**config.mk**
```make
export PLATFORM = sky130hd
export DESIGN_NAME = axi_10g_rx_dispatch
export DESIGN_NICKNAME = d
export VERILOG_FILES = /design/src/rtl/axi_10g_rx_dispatch.sv
export SDC_FILE = /design/constraint.sdc
export NUM_CORES = 1
export LEC_CHECK = 0
export CAP_MARGIN = 15
export CORE_MARGIN = 2
export CORE_UTILIZATION = 38
export CTS_CLUSTER_SIZE = 30
export DETAILED_ROUTE_END_ITERATION = 12
export GPL_TIMING_DRIVEN = 1
export MAX_ROUTING_LAYER = met4
export SKIP_CTS_REPAIR_TIMING = 1
export SLEW_MARGIN = 20
export SYNTH_ARGS = -nofsm -noshare
export SYNTH_HDL_FRONTEND = slang
export SYNTH_SLANG_ARGS = --single-unit
```
**constraint.sdc**
```tcl
create_clock -name aclk -period 3.2 [get_ports aclk]
set_clock_uncertainty 0.15 [all_clocks]
set_input_delay 0.64 -clock aclk [delete_from_list [all_inputs] [get_ports aclk]]
set_output_delay 0.64 -clock aclk [all_outputs]
set_load 0.1 [all_outputs]
```
**src/rtl/axi_10g_rx_dispatch.sv**
```systemverilog
// rtl/axi_10g_rx_dispatch.sv - RX frame classifier and cut-through dispatcher for the 10G MAC
//
// Looks at the first three beats of every frame from the MAC RX stream and
// classifies the frame as ARP, ICMPv4, TCPv4 or DROP. It then forwards the
// whole frame on one shared output bus, with one tvalid per receive path.
// A 4-entry FIFO holds the header beats while the class is being decided.
//
// Optional feature macro: RX_STATS_EN adds the stat_* frame counters.
//
// Ports:
//   aclk, areset_n      clock, asynchronous active-low reset
//   local_mac           station MAC, first wire byte in [47:40]
//   rx_axis_*           MAC RX stream (tdata/tkeep/tvalid/tlast/tuser), no tready
//   stat_*              saturating frame counters (RX_STATS_EN only)
//   m_tdata/tkeep/tlast/tuser  shared output bus, zero when nothing is popped
//   arp/icmp/tcp_rx_tvalid     per-path beat valid
//   arp_rx_is_req       ARP oper==1, held for the whole frame
module axi_10g_rx_dispatch #(
  parameter int CHECK_DST_MAC = 1,
  parameter int SHOW_DROP     = 0
) (
  input  logic        aclk,
  input  logic        areset_n,
  input  logic [47:0] local_mac,
  input  logic [63:0] rx_axis_tdata,
  input  logic [7:0]  rx_axis_tkeep,
  input  logic        rx_axis_tvalid,
  input  logic        rx_axis_tlast,
  input  logic        rx_axis_tuser,
`ifdef RX_STATS_EN
  output logic [31:0] stat_arp,
  output logic [31:0] stat_icmp,
  output logic [31:0] stat_tcp,
  output logic [31:0] stat_drop,
`endif
  output logic [63:0] m_tdata,
  output logic [7:0]  m_tkeep,
  output logic        m_tlast,
  output logic        m_tuser,
  output logic        arp_rx_tvalid,
  output logic        arp_rx_is_req,
  output logic        icmp_rx_tvalid,
  output logic        tcp_rx_tvalid
);

  localparam logic [1:0] CLS_DROP = 2'd0;
  localparam logic [1:0] CLS_ARP  = 2'd1;
  localparam logic [1:0] CLS_ICMP = 2'd2;
  localparam logic [1:0] CLS_TCP  = 2'd3;

  localparam logic [0:0] ST_WAIT = 1'b0;
  localparam logic [0:0] ST_FWD  = 1'b1;

  // beat FIFO
  logic [63:0] fifo_data [4];
  logic [7:0]  fifo_keep [4];
  logic [3:0]  fifo_last;
  logic [3:0]  fifo_user;
  logic [1:0]  wr_ptr;
  logic [1:0]  rd_ptr;
  logic [2:0]  count;
  logic        pop;
  logic        latch;

  // header tracking and classification
  logic [1:0]  hcnt;
  logic        dst_ok;
  logic [15:0] ethertype;
  logic [7:0]  ver_ihl;
  logic        dst_match;
  logic [15:0] oper;
  logic [7:0]  proto;
  logic        new_vld;
  logic [1:0]  new_cls;
  logic        new_is_req;

  // pending class (next frame) and latched class (frame being forwarded)
  logic [1:0]  cls;
  logic        is_req;
  logic        cls_vld;
  logic [1:0]  cur_cls;
  logic        cur_is_req;
  logic [1:0]  pop_cls;
  logic [0:0]  state;

  always_ff @(posedge aclk) begin
    if (rx_axis_tvalid) begin
      fifo_data[wr_ptr] <= rx_axis_tdata;
      fifo_keep[wr_ptr] <= rx_axis_tkeep;
      fifo_last[wr_ptr] <= rx_axis_tlast;
      fifo_user[wr_ptr] <= rx_axis_tuser;
    end
  end

  // The WAIT->FWD transition pops beat0 in the same cycle as the class is latched.
  assign latch = (state == ST_WAIT) && cls_vld && (count != 3'd0);
  assign pop   = latch || ((state == ST_FWD) && (count != 3'd0));

  always_ff @(posedge aclk or negedge areset_n) begin
    if (!areset_n) begin
      wr_ptr <= 2'd0;
      rd_ptr <= 2'd0;
      count  <= 3'd0;
    end else begin
      if (rx_axis_tvalid) wr_ptr <= wr_ptr + 2'd1;
      if (pop)            rd_ptr <= rd_ptr + 2'd1;
      count <= count + {2'b00, rx_axis_tvalid} - {2'b00, pop};
    end
  end

  // local_mac holds the first wire byte in its MSB; tdata holds it in the LSB.
  assign dst_match = (CHECK_DST_MAC == 0) ||
                     (rx_axis_tdata[47:0] == 48'hffff_ffff_ffff) ||
                     (rx_axis_tdata[47:0] == {local_mac[7:0],   local_mac[15:8],
                                              local_mac[23:16], local_mac[31:24],
                                              local_mac[39:32], local_mac[47:40]});
  assign oper  = {rx_axis_tdata[39:32], rx_axis_tdata[47:40]};
  assign proto = rx_axis_tdata[63:56];

  always_comb begin
    new_vld    = 1'b0;
    new_cls    = CLS_DROP;
    new_is_req = 1'b0;
    if (rx_axis_tvalid) begin
      if (hcnt == 2'd2) begin
        new_vld = 1'b1;
        if (!dst_ok) begin
          new_cls = CLS_DROP;
        end else if ((ethertype == 16'h0806) && ((oper == 16'd1) || (oper == 16'd2))) begin
          new_cls    = CLS_ARP;
          new_is_req = (oper == 16'd1);
        end else if ((ethertype == 16'h0800) && (ver_ihl == 8'h45) && (proto == 8'd1)) begin
          new_cls = CLS_ICMP;
        end else if ((ethertype == 16'h0800) && (ver_ihl == 8'h45) && (proto == 8'd6)) begin
          new_cls = CLS_TCP;
        end
      end else if (rx_axis_tlast && (hcnt < 2'd2)) begin
        // runt: no beat2 will ever come, decide now so the FIFO drains
        new_vld = 1'b1;
      end
    end
  end

  always_ff @(posedge aclk or negedge areset_n) begin
    if (!areset_n) begin
      hcnt      <= 2'd0;
      dst_ok    <= 1'b0;
      ethertype <= 16'd0;
      ver_ihl   <= 8'd0;
    end else if (rx_axis_tvalid) begin
      if (rx_axis_tlast)      hcnt <= 2'd0;
      else if (hcnt != 2'd3)  hcnt <= hcnt + 2'd1;
      if (hcnt == 2'd0) dst_ok <= dst_match;
      if (hcnt == 2'd1) begin
        ethertype <= {rx_axis_tdata[39:32], rx_axis_tdata[47:40]};
        ver_ihl   <= rx_axis_tdata[55:48];
      end
    end
  end

  // A new classification always wins over the clear from latching the previous one.
  always_ff @(posedge aclk or negedge areset_n) begin
    if (!areset_n) begin
      cls     <= CLS_DROP;
      is_req  <= 1'b0;
      cls_vld <= 1'b0;
    end else if (new_vld) begin
      cls     <= new_cls;
      is_req  <= new_is_req;
      cls_vld <= 1'b1;
    end else if (latch) begin
      cls_vld <= 1'b0;
    end
  end

  always_ff @(posedge aclk or negedge areset_n) begin
    if (!areset_n) begin
      state      <= ST_WAIT;
      cur_cls    <= CLS_DROP;
      cur_is_req <= 1'b0;
    end else if (latch) begin
      cur_cls    <= cls;
      cur_is_req <= is_req;
      state      <= fifo_last[rd_ptr] ? ST_WAIT : ST_FWD;
    end else if ((state == ST_FWD) && pop && fifo_last[rd_ptr]) begin
      state <= ST_WAIT;
    end
  end

  assign pop_cls       = latch ? cls : cur_cls;
  assign arp_rx_is_req = cur_is_req;

  always_ff @(posedge aclk or negedge areset_n) begin
    if (!areset_n) begin
      m_tdata        <= 64'd0;
      m_tkeep        <= 8'd0;
      m_tlast        <= 1'b0;
      m_tuser        <= 1'b0;
      arp_rx_tvalid  <= 1'b0;
      icmp_rx_tvalid <= 1'b0;
      tcp_rx_tvalid  <= 1'b0;
    end else if (pop) begin
      m_tdata        <= fifo_data[rd_ptr];
      m_tkeep        <= fifo_keep[rd_ptr];
      m_tlast        <= fifo_last[rd_ptr];
      m_tuser        <= fifo_user[rd_ptr];
      arp_rx_tvalid  <= (pop_cls == CLS_ARP);
      icmp_rx_tvalid <= (pop_cls == CLS_ICMP);
      tcp_rx_tvalid  <= (pop_cls == CLS_TCP);
    end else begin
      m_tdata        <= 64'd0;
      m_tkeep        <= 8'd0;
      m_tlast        <= 1'b0;
      m_tuser        <= 1'b0;
      arp_rx_tvalid  <= 1'b0;
      icmp_rx_tvalid <= 1'b0;
      tcp_rx_tvalid  <= 1'b0;
    end
  end

`ifdef RX_STATS_EN
  always_ff @(posedge aclk or negedge areset_n) begin
    if (!areset_n) begin
      stat_arp  <= 32'd0;
      stat_icmp <= 32'd0;
      stat_tcp  <= 32'd0;
      stat_drop <= 32'd0;
    end else if (latch) begin
      case (cls)
        CLS_ARP:  if (stat_arp  != 32'hffff_ffff) stat_arp  <= stat_arp  + 32'd1;
        CLS_ICMP: if (stat_icmp != 32'hffff_ffff) stat_icmp <= stat_icmp + 32'd1;
        CLS_TCP:  if (stat_tcp  != 32'hffff_ffff) stat_tcp  <= stat_tcp  + 32'd1;
        default:  if (stat_drop != 32'hffff_ffff) stat_drop <= stat_drop + 32'd1;
      endcase
    end
  end
`endif

`ifndef SYNTHESIS
  // Input cannot be back-pressured, so an overflow means the latency budget was broken.
  always @(posedge aclk) begin
    if (areset_n) begin
      assert (count <= 3'd3) else $error("rx_dispatch: beat FIFO overflow, count=%0d", count);
      if ((SHOW_DROP != 0) && latch && (cls == CLS_DROP))
        $display("rx_dispatch drop: cls=%0d beat0=%016h", cls, fifo_data[rd_ptr]);
    end
  end
`endif

endmodule

```
Yosys cells after proc, flatten, opt, wreduce, memory -nomap -nowiden
Memory sizes are Yosys's and may differ from the RTL's.
Cells that the tools add are included.
{"block": "word_totals", "wordCells": 109, "reg_bits": 127, "ramBits": 288, "memories": 2, "out_inout_bits": 78, "in_bits": 125}
{"block": "op_classes", "add_sub_neg": 5, "n_eq_ne": 15, "n_lt_le_gt_ge": 4, "reduce_logical": 22, "bitwise": 1, "mux": 38}
{"memory": "fifo_data", "words": 4, "word_bits": 64, "read_ports": 1, "rd_ports_with_merged_regs": 0, "write_ports": 1, "line_no": "55", "text": "logic [63:0] fifo_data [4];"}
{"memory": "fifo_keep", "words": 4, "word_bits": 8, "read_ports": 1, "rd_ports_with_merged_regs": 0, "write_ports": 1, "line_no": "56", "text": "logic [7:0] fifo_keep [4];"}
{"cell": "64-bit 2-to-1 mux", "count": 1}
{"cell": "48-bit equality test", "count": 1}
{"cell": "48-bit equality test (second input constant)", "count": 1}
{"cell": "16-bit by 12-bit equality test with 1-bit output (second input constant)", "count": 2}
{"cell": "1-bit 2-to-1 mux", "count": 22}
{"cell": "2-bit 2-to-1 mux", "count": 9}
{"cell": "16-bit by 1-bit equality test with 1-bit output (second input constant)", "count": 1}
{"cell": "16-bit by 2-bit equality test with 1-bit output (second input constant)", "count": 1}
{"cell": "1-bit logical AND", "count": 11}
{"cell": "4-bit bitwise mux", "count": 2}
{"cell": "8-bit by 1-bit equality test with 1-bit output (second input constant)", "count": 1}
{"cell": "8-bit by 3-bit equality test with 1-bit output (second input constant)", "count": 1}
{"cell": "8-bit by 7-bit equality test with 1-bit output (second input constant)", "count": 1}
{"cell": "8-bit 2-to-1 mux", "count": 1}
{"cell": "2-bit by 1-bit adder with 2-bit output (second input constant)", "count": 3}
{"cell": "2-bit equality test (second input constant)", "count": 3}
{"cell": "2-bit by 3-bit < comparator with 1-bit output (second input constant)", "count": 2}
{"cell": "2-bit AND reduction", "count": 3}
{"cell": "2-bit nonzero test", "count": 3}
{"cell": "1-bit binary-select mux with 2-bit select", "count": 2}
{"cell": "2-bit by 1-bit equality test with 1-bit output (second input constant)", "count": 2}
{"cell": "3-bit by 1-bit adder with 3-bit output", "count": 1}
{"cell": "1-bit logical OR", "count": 3}
{"cell": "3-bit nonzero test", "count": 1}
{"cell": "7 further kinds", "count": 7}

Logic depth before layout (Yosys ltp)
{"block": "depth", "depth_word": 9, "mapped_depth": 11}

Worst setup path before layout
OpenSTA, ideal clock, no wires.
{"block": "synth_timing", "path_type": "input port to flip-flop", "from": "input port rx_axis_tvalid", "to": "memory fifo_data[0][0], enable pin", "arrival_time_ns": 2.656, "t_required_ns": 2.610, "stages": 2, "slack_ns": -0.046, "path_buffers": 1, "path_cell_list": "clkbuf_1 > and2_1"}
{"block": "synth_between", "elab_chain_len": 2}
{"item": "from (decl)", "line_no": "27", "text": "input logic rx_axis_tvalid,"}
{"item": "1-bit 2-to-1 mux", "line_no": "87", "text": "if (rx_axis_tvalid) begin"}
{"item": "1-bit 2-to-1 mux (not written as such)", "line_no": "88", "text": "fifo_data[wr_ptr] <= rx_axis_tdata;"}
{"item": "to (decl)", "line_no": "55"}
Every way passes these cells.

Final worst setup path
{"block": "layout_timing", "from": "register count[1]", "to": "register count[2]"}
{"block": "layout_between", "elab_chain_len": 4, "word_cells_on_any_way": 6, "classes_between": "add/sub (2); reduce/logical (4)"}
{"item": "from (decl)", "line_no": "61", "text": "logic [2:0] count;"}
{"item": "from (signal assigned)", "line_no": "107", "text": "count <= count + {2'b00, rx_axis_tvalid} - {2'b00, pop};"}
{"item": "parallel branches: the longest is 3 deep, another holds 3-bit by 1-bit adder with 3-bit output"}
{"item": "3-bit by 1-bit subtractor with 3-bit output *", "line_no": "107"}
Every way passes the cells marked *.
A chain may end at the register's enable or synchronous reset.

==> run_summary.xml <==
<?xml version="1.0" encoding="UTF-8"?>
<metrics>
  <group name="floorplan">
    <metric name="placeableCoreArea" unit="sq um">40700</metric>
    <metric name="top_level_ports" unit="">203</metric>
    <metric name="dieWidth" unit="um">207</metric>
    <metric name="die_area" unit="sq um">42700</metric>
    <metric name="row_count" unit="">74</metric>
    <metric name="die_y" unit="um">207</metric>
    <metric name="start_util" unit="%">38.3</metric>
  </group>
  <group name="global_route">
    <metric name="grt_remaining_overflow" unit="">0</metric>
    <metric name="grt_usage" unit="%">18.4</metric>
    <metric name="antenna_found_initial" unit="">5</metric>
    <metric name="grt_pass1_vias" unit="">8401</metric>
    <metric name="grt_max_degree" unit="">91</metric>
    <metric name="wire_length_of_the_first_global_routing_pass" unit="mm">54.8</metric>
  </group>
  <group name="critical_path">
    <metric name="timing_worst_setup_path_type" unit="">reg2reg</metric>
    <metric name="endpoint_kind" unit="">register</metric>
    <metric name="worstPathRequired" unit="ps">3520</metric>
    <metric name="worst-r2r-cell-count" unit="">10</metric>
    <metric name="crit_path_max_fanout" unit="">5</metric>
    <metric name="timing.critical_path.from" unit="">count[1]$_DFF_PN0_</metric>
    <metric name="rrSetupSlack" unit="ps">680</metric>
    <metric name="reg2reg_from" unit="">count[1]$_DFF_PN0_</metric>
    <metric name="worstReg2RegEnd" unit="">count[2]$_DFF_PN0_</metric>
    <metric name="timing.critical_path.from_type" unit="">register</metric>
    <metric name="arrival" unit="ps">2840</metric>
    <metric name="cp-endpoint" unit="">count[2]$_DFF_PN0_</metric>
  </group>
  <group name="synthesis">
    <metric name="synthesis.yosys.warnings" unit="">0</metric>
    <metric name="synth.most_common_cell" unit="">sky130_fd_sc_hd__edfxtp_1</metric>
    <metric name="ys_seq_elements" unit="">415</metric>
    <metric name="avgSynthCellArea" unit="sq um">19.9</metric>
    <metric name="area_share_of_the_leading_cell_type_in_the_synthesized_netlist" unit="%">56.9</metric>
    <metric name="synthesis.nets" unit="">919</metric>
    <metric name="netlist_area" unit="sq um">15600</metric>
    <metric name="post_synth_edffs" unit="">296</metric>
    <metric name="number_of_cells_produced_by_synthesis" unit="">783</metric>
    <metric name="synth_common_cells" unit="">sky130_fd_sc_hd__edfxtp_1 (296), sky130_fd_sc_hd__dfrtp_1 (119), sky130_fd_sc_hd__and2_1 (78)</metric>
    <metric name="yosys_top_cell_by_area" unit="">sky130_fd_sc_hd__edfxtp_1</metric>
    <metric name="synth_top_cells_by_area" unit="">sky130_fd_sc_hd__edfxtp_1 (57%), sky130_fd_sc_hd__dfrtp_1 (19%), sky130_fd_sc_hd__mux4_2 (11%), sky130_fd_sc_hd__and2_1 (3.1%), sky130_fd_sc_hd__mux2_2 (1.8%)</metric>
    <metric name="synthDistinctLibCells" unit="">39</metric>
    <metric name="synth.yosys.seq_area_share" unit="%">76.0</metric>
    <metric name="top_flip_flop_cell_by_instance_count_after_synthesis" unit="">sky130_fd_sc_hd__edfxtp_1</metric>
    <metric name="async_reset_ff_share" unit="%">28.7</metric>
  </group>
  <group name="sta">
    <metric name="max_freq" unit="MHz">397</metric>
    <metric name="rsz0062_at_grt" unit="">false</metric>
    <metric name="setup-tns-final" unit="ps">0</metric>
    <metric name="setup_ws" unit="ps">678</metric>
    <metric name="number_of_pins_exceeding_their_max_slew_limit_in_the_final_report" unit="">0</metric>
    <metric name="hold_viol_final" unit="">0</metric>
    <metric name="worst_pin_slew" unit="ps">978</metric>
    <metric name="setup_viol_count_final" unit="">0</metric>
    <metric name="timing.final.crit_period" unit="ps">2520</metric>
    <metric name="maxSlewHeadroom" unit="%">34.8</metric>
    <metric name="final_critical_path_share_of_the_clock_period" unit="%">78.8</metric>
  </group>
  <group name="clock_network">
    <metric name="clk-insertion-delay-late" unit="ps">560</metric>
    <metric name="clock_sinks" unit="">415</metric>
    <metric name="clockBufferDepth" unit="">3</metric>
    <metric name="cts_tree" unit="">built</metric>
    <metric name="h_tree_levels" unit="">2</metric>
    <metric name="clkTransAtPathRegs" unit="ps">60</metric>
    <metric name="clk_root_buffer_cell" unit="">sky130_fd_sc_hd__clkbuf_16</metric>
    <metric name="cts_bufs_inserted" unit="">45</metric>
  </group>
  <group name="detailed_routing">
    <metric name="num_vias" unit="">8098</metric>
    <metric name="drt_wl_total" unit="mm">37.3</metric>
    <metric name="via_density" unit="">5.03</metric>
    <metric name="first_iter_violations" unit="">507</metric>
    <metric name="ant_nets" unit="">0</metric>
    <metric name="drt_first_pass_iters" unit="">5</metric>
    <metric name="detail_route.drc_violations" unit="">0</metric>
    <metric name="average_wire_per_standard_cell" unit="um">23.2</metric>
  </group>
  <group name="placement">
    <metric name="detailed_placement_hpwl" unit="mm">23.9</metric>
    <metric name="port_buffers" unit="">202</metric>
    <metric name="dpl_worst_slack" unit="ps">184</metric>
    <metric name="gp_routability_congestion" unit="">0.783</metric>
  </group>
  <group name="power_and_ir_drop">
    <metric name="p_total" unit="uW">20800</metric>
    <metric name="p_int" unit="uW">12900</metric>
    <metric name="power.sequential.fraction" unit="%">37.5</metric>
    <metric name="combPwrFrac" unit="%">37.3</metric>
    <metric name="clock_power_share" unit="%">25.1</metric>
    <metric name="ir_worst_vdd" unit="mV">0.531</metric>
    <metric name="powerDensity" unit="nW/um^2">1050</metric>
    <metric name="total_leakage_power" unit="uW">0.00722</metric>
    <metric name="sw_frac_of_total" unit="%">37.8</metric>
    <metric name="total_switching_power" unit="uW">7860</metric>
  </group>
  <group name="outcome">
    <metric name="status" unit="">finished, final reports clean</metric>
  </group>
  <group name="finish">
    <metric name="drive_gt1_share" unit="%">26.2</metric>
    <metric name="finalNetCount" unit="">1173</metric>
    <metric name="area_growth" unit="%">27.4</metric>
  </group>
  <group name="worst_hold_path">
    <metric name="hold_path.class" unit="">in2async</metric>
  </group>
  <group name="run">
    <metric name="max-cap-violations" unit="">0</metric>
  </group>
</metrics>
## sequential cells by signal, indices dropped and copies added, names as in the netlist, 4 cells and up
register and count:
m_tkeep 8, ver_ihl 8, fifo_keep 32, fifo_data 256, fifo_last 4, m_tdata 64
ethertype 16, fifo_user 4
## kinds of logic after synthesis
| kind of cell | synth area share [%] |
|---|---|
| muxes | 12.6 |
| buffers and inverters | 1.12 |
| adders and majority gates | 0.929 |
| xor gates and xnor gates | 3.03 |
| AOI/OAI and AO/OA | 0.729 |
| DFF | 76.0 |
| and+or+nand+nor | 5.62 |
## per-layer routing
| layer | GRT usage (%) | vias up | share of wire [%] |
|---|---|---|---|
| met4 | 6.74 | 0 | 2.5 |
| met3 | 3.05 | 61 | 4.8 |
| met2 | 28.0 | 223 | 47 |
| li1 | - | 3561 | - |
| met1 | 25.3 | 4253 | 45 |
| met5 | - | - | 0 |
## power by group through the flow
stage | Combinational (uW) | Clock, uW | Sequential (uW)
global route | 8210 | 5570 | 7950
CTS | 7920 | 5370 | 7840
detailed placement | 7900 | 0 | 7930
global placement | 7890 | 0 | 7900
floorplan | 2770 | 0 | 10700
finish | 7770 | 5230 | 7810
## final cells by class
type                            count  area (sq um)
Antenna cell                        5          12.5
Clock buffer                       68          1260
Clock inverter                     14           225
Fill cell                        3453         20800
Inverter                           13          48.8
Multi-Input combinational cell    327          3590
Sequential cell                   415         11900
Tap cell                          532           666
Timing Repair Buffer              235          2230
## stage by stage
| stage | area (sq um) | utilization [%] | hold WS (ps) | std cells |
|---|---|---|---|---|
| global route | 19900 | 48.9 | 83.5 | 1609 |
| detailed placement | 18400 | 45.2 | 337 | 1522 |
| finish | 19900 | 48.9 | 4.21 | 1609 |
| global placement | 18400 | 45.2 | 331 | 1522 |
| CTS | 19900 | 48.8 | 72.3 | 1604 |
| floorplan | 15600 | - | 194 | 783 |
## critical path: stages, from the launching register on
cell,delay (ps)
sky130_fd_sc_hd__dfrtp_1,420
sky130_fd_sc_hd__or3_1,440
sky130_fd_sc_hd__o21ai_2,160
sky130_fd_sc_hd__inv_2,70
sky130_fd_sc_hd__ha_1,270
sky130_fd_sc_hd__inv_1,60
sky130_fd_sc_hd__ha_1,130
sky130_fd_sc_hd__inv_1,50
sky130_fd_sc_hd__fa_1,390
sky130_fd_sc_hd__xnor2_1,180
sky130_fd_sc_hd__xnor2_1,140
## cell usage in the layout (no fill, tap or decap), drive strengths merged, types with 22 or more instances in the layout
cell type / instances
mux2: 25
nand4: 22
buf: 112
edfxtp: 296
clkbuf: 68
clkdlybuf4s50: 123
xnor2: 25
dfrtp: 119
mux4: 74
xor2: 29
and2: 78
## how the worst min path moves through the flow
| stage | from | slack [ps] | endpoint | cells after the start |
|---|---|---|---|---|
| CTS | areset_n | 70 | m_tdata[0]$_DFF_PN0_ | 1 |
| global placement | ver_ihl[2]$_DFFE_PN0P_ | 330 | ver_ihl[2]$_DFFE_PN0P_ | 1 |
| floorplan | areset_n | 190 | arp_rx_is_req$_DFFE_PN0P_ | 0 |
| global route | areset_n | 80 | m_tdata[0]$_DFF_PN0_ | 1 |
| finish | areset_n | 4 | m_tkeep[2]$_DFF_PN0_ | 1 |
| detailed placement | ver_ihl[2]$_DFFE_PN0P_ | 340 | ver_ihl[2]$_DFFE_PN0P_ | 1 |
(Power assumes the default switching activity.)
